`src/rtl/ctrl_pkg.sv`:
```
// Shared types and encodings for the multicycle control unit.
package ctrl_pkg;

  typedef enum logic [3:0] {
    S_FETCH,
    S_DECODE,
    S_MEMADR,
    S_MEMRD,
    S_MEMWB,
    S_MEMWR,
    S_EXECR,
    S_EXECI,
    S_ALUWB,
    S_BRANCH,
    S_XWAIT,
    S_XWB,
    S_FAULT
  } state_e;

  // Instr[27:26] classes
  localparam logic [1:0] OP_DP  = 2'b00;
  localparam logic [1:0] OP_MEM = 2'b01;
  localparam logic [1:0] OP_BR  = 2'b10;
  localparam logic [1:0] OP_FP  = 2'b11;

  // Instr[7:4] pattern marking a multiply
  localparam logic [3:0] MUL_IND = 4'b1001;

  // ALUControl codes (zero-extended to ALU_W at the port)
  localparam logic [3:0] ALUC_ADD   = 4'd0;
  localparam logic [3:0] ALUC_SUB   = 4'd1;
  localparam logic [3:0] ALUC_AND   = 4'd2;
  localparam logic [3:0] ALUC_ORR   = 4'd3;
  localparam logic [3:0] ALUC_EOR   = 4'd4;
  localparam logic [3:0] ALUC_MUL   = 4'd5;
  localparam logic [3:0] ALUC_UMULL = 4'd6;
  localparam logic [3:0] ALUC_SMULL = 4'd7;
  localparam logic [3:0] ALUC_FADD  = 4'd8;
  localparam logic [3:0] ALUC_FMUL  = 4'd9;

  // Funct[4:1] encodings for data-processing ops
  localparam logic [3:0] F_ADD = 4'b0100;
  localparam logic [3:0] F_SUB = 4'b0010;
  localparam logic [3:0] F_AND = 4'b0000;
  localparam logic [3:0] F_ORR = 4'b1100;
  localparam logic [3:0] F_EOR = 4'b0001;
  localparam logic [3:0] F_CMP = 4'b1010;

  // Funct[4:1] encodings for multiply and FPU ops
  localparam logic [3:0] M_MUL   = 4'b0000;
  localparam logic [3:0] M_UMULL = 4'b0100;
  localparam logic [3:0] M_SMULL = 4'b0110;
  localparam logic [3:0] FP_FADD = 4'b0000;
  localparam logic [3:0] FP_FMUL = 4'b0001;

endpackage

```
`src/rtl/alu_dec.sv`:
```
// Combinational ALU / multiply / FPU decoder: operation code, flag writes, undefined flag.
module alu_dec
  import ctrl_pkg::*;
#(
  parameter int unsigned ALU_W   = 4,
  parameter int unsigned HAS_FPU = 1
) (
  input  logic [1:0]       i_op,
  input  logic [4:0]       i_funct,
  input  logic [3:0]       i_mul,
  output logic [ALU_W-1:0] o_alu_ctrl,
  output logic [1:0]       o_flag_w,
  output logic             o_is_cmp,
  output logic             o_undef
);

  logic [3:0] w_code;
  logic       w_arith;
  logic       w_s;

  assign w_s = i_funct[0];

  // Decode Funct[4:1] according to the instruction class
  always_comb begin
    w_code   = ALUC_ADD;
    w_arith  = 1'b0;
    o_is_cmp = 1'b0;
    o_undef  = 1'b0;
    case (i_op)
      OP_DP: begin
        if (i_mul == MUL_IND) begin
          case (i_funct[4:1])
            M_MUL:   w_code = ALUC_MUL;
            M_UMULL: w_code = ALUC_UMULL;
            M_SMULL: w_code = ALUC_SMULL;
            default: o_undef = 1'b1;
          endcase
        end else begin
          case (i_funct[4:1])
            F_ADD: begin
              w_code  = ALUC_ADD;
              w_arith = 1'b1;
            end
            F_SUB: begin
              w_code  = ALUC_SUB;
              w_arith = 1'b1;
            end
            F_AND:   w_code = ALUC_AND;
            F_ORR:   w_code = ALUC_ORR;
            F_EOR:   w_code = ALUC_EOR;
            F_CMP: begin
              w_code   = ALUC_SUB;
              o_is_cmp = 1'b1;
            end
            default: o_undef = 1'b1;
          endcase
        end
      end
      OP_FP: begin
        if (HAS_FPU != 0) begin
          case (i_funct[4:1])
            FP_FADD: w_code = ALUC_FADD;
            FP_FMUL: w_code = ALUC_FMUL;
            default: o_undef = 1'b1;
          endcase
        end else begin
          o_undef = 1'b1;
        end
      end
      default: ;
    endcase
  end

  assign o_alu_ctrl = ALU_W'(w_code);
  // CMP always updates all flags; otherwise S gates NZ, and CV only for arithmetic
  assign o_flag_w   = o_is_cmp ? 2'b11 : {w_s, w_s & w_arith};

endmodule

```
`src/rtl/mc_control.sv`:
```
// Multicycle control FSM with start/done handshake to long-latency units.
module mc_control
  import ctrl_pkg::*;
#(
  parameter int unsigned ALU_W   = 4,
  parameter int unsigned TIMEOUT = 64,
  parameter int unsigned HAS_FPU = 1
) (
  input  logic             clk,
  input  logic             reset,
  input  logic [1:0]       Op,
  input  logic [5:0]       Funct,
  input  logic [3:0]       Rd,
  input  logic [3:0]       Mul,
  input  logic             XDone,
  output logic             IRWrite,
  output logic             AdrSrc,
  output logic             NextPC,
  output logic             RegW,
  output logic             MemW,
  output logic             FPUW,
  output logic             Branch,
  output logic             PCS,
  output logic [1:0]       ALUSrcA,
  output logic [1:0]       ALUSrcB,
  output logic [1:0]       ResultSrc,
  output logic [1:0]       ImmSrc,
  output logic [1:0]       RegSrc,
  output logic [1:0]       FlagW,
  output logic [ALU_W-1:0] ALUControl,
  output logic             XStart,
  output logic             XSel,
  output logic             Fault
);

  localparam int unsigned CW = $clog2(TIMEOUT + 1);
  localparam logic [CW-1:0] XLAST = CW'(TIMEOUT - 1);

  state_e           r_state;
  state_e           w_next_state;
  logic [CW-1:0]    r_xcnt;
  logic             r_xsel;
  logic [ALU_W-1:0] w_alu_ctrl;
  logic [1:0]       w_flag_w;
  logic             w_is_cmp;
  logic             w_undef;

  alu_dec #(
    .ALU_W   (ALU_W),
    .HAS_FPU (HAS_FPU)
  ) u_alu_dec (
    .i_op       (Op),
    .i_funct    (Funct[4:0]),
    .i_mul      (Mul),
    .o_alu_ctrl (w_alu_ctrl),
    .o_flag_w   (w_flag_w),
    .o_is_cmp   (w_is_cmp),
    .o_undef    (w_undef)
  );

  assign XSel = r_xsel;

  // State register
  always_ff @(posedge clk) begin
    if (reset) r_state <= S_FETCH;
    else       r_state <= w_next_state;
  end

  // XWAIT cycle index and long-op unit select, latched on entry to XWAIT
  always_ff @(posedge clk) begin
    if (reset) begin
      r_xcnt <= '0;
      r_xsel <= 1'b0;
    end else begin
      if (r_state == S_XWAIT && w_next_state == S_XWAIT) r_xcnt <= r_xcnt + CW'(1);
      else                                               r_xcnt <= '0;
      if (r_state == S_DECODE && w_next_state == S_XWAIT) r_xsel <= (Op == OP_FP);
    end
  end

  // Next-state and datapath control decode
  always_comb begin
    w_next_state = r_state;
    IRWrite      = 1'b0;
    AdrSrc       = 1'b0;
    NextPC       = 1'b0;
    RegW         = 1'b0;
    MemW         = 1'b0;
    FPUW         = 1'b0;
    Branch       = 1'b0;
    ALUSrcA      = 2'b00;
    ALUSrcB      = 2'b00;
    ResultSrc    = 2'b00;
    FlagW        = 2'b00;
    ALUControl   = '0;
    XStart       = 1'b0;
    Fault        = 1'b0;
    ImmSrc       = Op;
    RegSrc       = {(Op == OP_MEM), (Op == OP_BR)};
    case (r_state)
      S_FETCH: begin
        IRWrite      = 1'b1;
        ALUSrcA      = 2'b01;
        ALUSrcB      = 2'b10;
        ResultSrc    = 2'b10;
        NextPC       = 1'b1;
        w_next_state = S_DECODE;
      end
      S_DECODE: begin
        ALUSrcA   = 2'b01;
        ALUSrcB   = 2'b10;
        ResultSrc = 2'b10;
        if (w_undef)                                w_next_state = S_FAULT;
        else if (Op == OP_MEM)                      w_next_state = S_MEMADR;
        else if (Op == OP_DP && Mul == MUL_IND)     w_next_state = S_XWAIT;
        else if (Op == OP_FP)                       w_next_state = S_XWAIT;
        else if (Op == OP_DP && Funct[5])           w_next_state = S_EXECI;
        else if (Op == OP_DP)                       w_next_state = S_EXECR;
        else                                        w_next_state = S_BRANCH;
      end
      S_MEMADR: begin
        ALUSrcB      = 2'b01;
        w_next_state = Funct[0] ? S_MEMRD : S_MEMWR;
      end
      S_MEMRD: begin
        AdrSrc       = 1'b1;
        w_next_state = S_MEMWB;
      end
      S_MEMWB: begin
        ResultSrc    = 2'b01;
        RegW         = 1'b1;
        w_next_state = S_FETCH;
      end
      S_MEMWR: begin
        AdrSrc       = 1'b1;
        MemW         = 1'b1;
        w_next_state = S_FETCH;
      end
      S_EXECR, S_EXECI: begin
        ALUSrcB      = (r_state == S_EXECI) ? 2'b01 : 2'b00;
        ALUControl   = w_alu_ctrl;
        FlagW        = w_flag_w;
        w_next_state = w_is_cmp ? S_FETCH : S_ALUWB;
      end
      S_ALUWB: begin
        RegW         = 1'b1;
        w_next_state = S_FETCH;
      end
      S_BRANCH: begin
        ALUSrcB      = 2'b01;
        ResultSrc    = 2'b10;
        Branch       = 1'b1;
        w_next_state = S_FETCH;
      end
      S_XWAIT: begin
        ALUControl = w_alu_ctrl;
        XStart     = (r_xcnt == '0);
        if (XDone)                w_next_state = S_XWB;
        else if (r_xcnt == XLAST) w_next_state = S_FAULT;
        else                      w_next_state = S_XWAIT;
      end
      S_XWB: begin
        ResultSrc = 2'b11;
        if (r_xsel) begin
          FPUW = 1'b1;
        end else begin
          RegW  = 1'b1;
          FlagW = {Funct[0], 1'b0};
        end
        w_next_state = S_FETCH;
      end
      S_FAULT: begin
        Fault        = 1'b1;
        w_next_state = S_FAULT;
      end
      default: w_next_state = S_FAULT;
    endcase
    // FPU results go to the FP register file, so only integer writes redirect the PC
    PCS = Branch | (RegW & (Rd == 4'hF));
  end

endmodule
```
`config.mk`:
```
export PLATFORM = sky130hd
export DESIGN_NAME = mc_control
export DESIGN_NICKNAME = d
export VERILOG_FILES = /design/src/rtl/ctrl_pkg.sv /design/src/rtl/alu_dec.sv /design/src/rtl/mc_control.sv
export SDC_FILE = /design/constraint.sdc
export NUM_CORES = 1
export LEC_CHECK = 0
export BUFFER_PORTS_ARGS = -buffer_cell sky130_fd_sc_hd__buf_2
export CAP_MARGIN = 20
export CORE_ASPECT_RATIO = 1.75
export CORE_MARGIN = 2
export CORE_UTILIZATION = 45
export DETAILED_ROUTE_END_ITERATION = 7
export PLACE_DENSITY = 0.74
export SYNTH_ARGS = -nofsm -noshare
export SYNTH_HDL_FRONTEND = slang
export SYNTH_SLANG_ARGS = --single-unit
```
`constraint.sdc`:
```
create_clock -name clk -period 1.7 [get_ports clk]
set_clock_uncertainty 0.05 [all_clocks]
set_input_delay 0.085 -clock clk [delete_from_list [all_inputs] [get_ports clk]]
set_output_delay 0.085 -clock clk [all_outputs]
set_load 0.05 [all_outputs]
```
==> flow_metrics.tcl <==
set metrics [dict create \
    drt-total-wl_mm 4.32 \
    r2r_slack_ns -0.07 \
    io_pins 46 \
    finalSetupViolations 4 \
    seqPwrFrac_pct 21.4 \
    dp_cells 277 \
    vias 1615 \
    avgViaCountPerCell 5.63 \
    drc_errors 0 \
    dp_hpwl_mm 3.08 \
    core_area_um2 2860 \
    fp.dieW_um 44.9 \
    nets 287 \
    r2r-start "r_state[3]" \
    track_usage_pct 25.6 \
    ctsHoldBuffers 0 \
    cp_data_required_time_ns 1.78 \
    grt_pass1_vias 1546 \
    postLayoutCoreUtil_pct 76.8 \
    finalHoldViolations 0 \
    p_leak_nw 0.983 \
    path_buf_inv 0 \
    endpoint "XSel" \
    critPathKind "reg2reg" \
    slew_viol_final 0 \
    cts.path.max_buffers 2 \
    start_util_pct 46.0 \
    fmax_mhz 564 \
    maxCapViolCount 0 \
    drt.antenna.violating_nets 0 \
    synthFlopType "dfxtp_1" \
    stdcell_count 287 \
    ys_ff_latch 12 \
    clk_pin_slew_worst_paths_ns 0.06 \
    grt_max_degree 10 \
    grt_setup_unrepaired "true" \
    cts_made_buffers 3 \
    num_rows 26 \
    fillCellCount 208 \
    finalSetupTns_ns -0.108 \
    startpoint "r_state[3]" \
    status "finished, violations left" \
    yosys_warnings 0 \
    cts_root_buf "clkbuf_8" \
    critPathTopFamily "simple AND/OR/NAND/NOR gates" \
    finalCritPeriodShare_pct 104 \
    drt-pass1-iter-count 4 \
    synth_edf_count 0 \
    peakVddDrop_uv 839 \
    final_cell_mix "43 x buf_4, 35 x buf_2, 19 x nor2_1, 10 x inv_1" \
    end_kind "register" \
    synthCells 178 \
    syn_nets 205 \
    final_common_cell "buf_4" \
    worst_path_max_delay_cell "or4b_4" \
    drt-initial-drc-count 35 \
    syn_area_um2 1320 \
    ys_async_sr_fraction_pct 0 \
    period_minus_slack_ns 1.77 \
    max_stage_delay_ns 0.59 \
    p_sw_mw 0.713 \
    slew_headroom_pct 67.1 \
    die_area_um2 3390 \
    worstPathArrival_ns 1.85 \
    wire_per_inst_um 15.0 \
    seq_area_frac_synth_pct 18.2 \
    ys_types 51 \
    hold_class "in2reg" \
    synth_area_per_cell_um2 7.40 \
    violations "negative setup slack" \
    start_kind "register" \
    cp_max_fo 6 \
    r2r-end "XSel" \
    cp.depth 5 \
    gp_congestion 0.838 \
    antenna_found_initial 0 \
    p_comb_share_pct 58.5 \
    cts_tree "built" \
    intPower_mw 0.881 \
    cts.sinks 12 \
    worst_slack_ns -0.0718 \
    cts_max_level 1 \
    overflow 0 \
    powerDensity_nw_per_um2 725 \
    n_antenna_cell 0 \
    swShare_pct 44.7 \
    crit_path_cell_trace "or4b_4 -> nor4_2 -> a311o_2 -> a2111oi_4 -> mux2i_1" \
    rr_worst_depth 5 \
    tightest_slew_ns 0.485 \
    die_h_um 75.6 \
    syn_to_final_growth_pct 66.9 \
    grt_pass1_wl_mm 6.42 \
    worstSkewPairLatency_ns 0.25 \
    final_layout_size_suffix_gt1_share_pct 55.2 \
    io_buffers 44 \
    pwr-share-clk_pct 20.1 \
]
-- Yosys cell counts, drive strengths merged (2+ instances only) --
| master | n | area share, % |
|---|---|---|
| o311ai | 2 | 1.3 |
| nand3 | 2 | 0.76 |
| a21oi | 5 | 1.9 |
| clkbuf | 4 | 1.1 |
| inv | 11 | 3.1 |
| xnor2 | 4 | 2.7 |
| o211ai | 3 | 2.1 |
| nor3b | 2 | 1.1 |
| nor2 | 23 | 7.1 |
| xor2 | 5 | 3.3 |
| and4 | 2 | 1.3 |
| and3 | 3 | 1.4 |
| o22ai | 2 | 0.95 |
| nand2 | 12 | 3.4 |
| ha | 8 | 7.6 |
| o21ai | 9 | 3.4 |
| nand2b | 6 | 2.8 |
| nand4 | 2 | 0.95 |
| nor2b | 8 | 3.8 |
| a2111oi | 2 | 2.8 |
| dfxtp | 12 | 18 |
| nor3 | 11 | 4.2 |
| a211oi | 4 | 2.7 |
| buf | 11 | 5.6 |
| a21o | 2 | 1.1 |
| o21a | 2 | 1.1 |
| a31oi | 2 | 0.95 |
| nor4 | 4 | 1.9 |
-- power groups by stage --
| stage | sequential [mW] | clock, mW | combinational [mW] |
|---|---|---|---|
| final | 0.342 | 0.320 | 0.932 |
| after global routing | 0.344 | 0.333 | 0.987 |
| after CTS | 0.333 | 0.326 | 0.885 |
| after detailed placement | 0.332 | 0 | 0.810 |
| after global placement | 0.330 | 0 | 0.806 |
| after floorplan | 0.321 | 0 | 0.609 |
-- metrics by stage --
step	instance area, µm²	setup WS [ns]	hold slack [ns]	power, mW
floorplan	1420	-0.0685	0.104	0.930
global placement	1890	-0.177	0.288	1.14
detailed placement	1890	-0.176	0.288	1.14
CTS	2100	-0.0531	0.0132	1.54
global route	2200	-0.134	0.0197	1.66
finish	2200	-0.0718	0.0137	1.59
-- logic make-up after synthesis --
family,synth area share [%]
AO/OA/AOI/OAI,21.3
XOR/XNOR,5.98
adder cells (fa/ha/maj),7.60
buffers and inverters,9.88
flip-flops,18.2
multiplexers,0.760
other,0.285
AND/OR/NAND/NOR,36.0
-- sequential cells by signal, indices dropped and copies added (netlist names) --
register	count
XSel	1
r_state	4
r_xcnt	7
-- layer usage --
layer / share of wire, % / global-route usage, % / routed length [µm] / vias to the layer above
li1: - / - / - / 788
met3: 3.3 / 1.42 / 141 / 13
met4: 3.2 / 13.7 / 137 / 0
met1: 36 / 23.1 / 1530 / 766
met2: 58 / 53.1 / 2500 / 48
met5: 0 / 0 / 0 / -
-- layout make-up --
type	count	area, µm²	share of cell area [%]
Multi-Input combinational cell	140	1150	52.1
Timing Repair Buffer	92	663	30.2
Sequential cell	12	258	11.7
Clock buffer	4	55.1	2.50
Inverter	11	41.3	1.88
Tap cell	28	35.0	1.59
-- worst min path at each step --
stage	start	to	slack (ns)	cells after the start
2_1_floorplan	reset	r_state[3]	0.10	1
3_3_place_gp	reset	r_state[3]	0.29	2
3_5_place_dp	reset	r_state[3]	0.29	2
4_1_cts	reset	r_state[3]	0.01	2
5_1_grt	reset	r_state[2]	0.02	2
6_report	reset	r_state[2]	0.01	2
-- timing repair --
item,in CTS,in global routing
setup endpoints to repair,22,17
gates cloned,0,0
setup buffers,3,3
pin swaps,8,15
resized for setup,40,20
(Power assumes the default switching activity.)
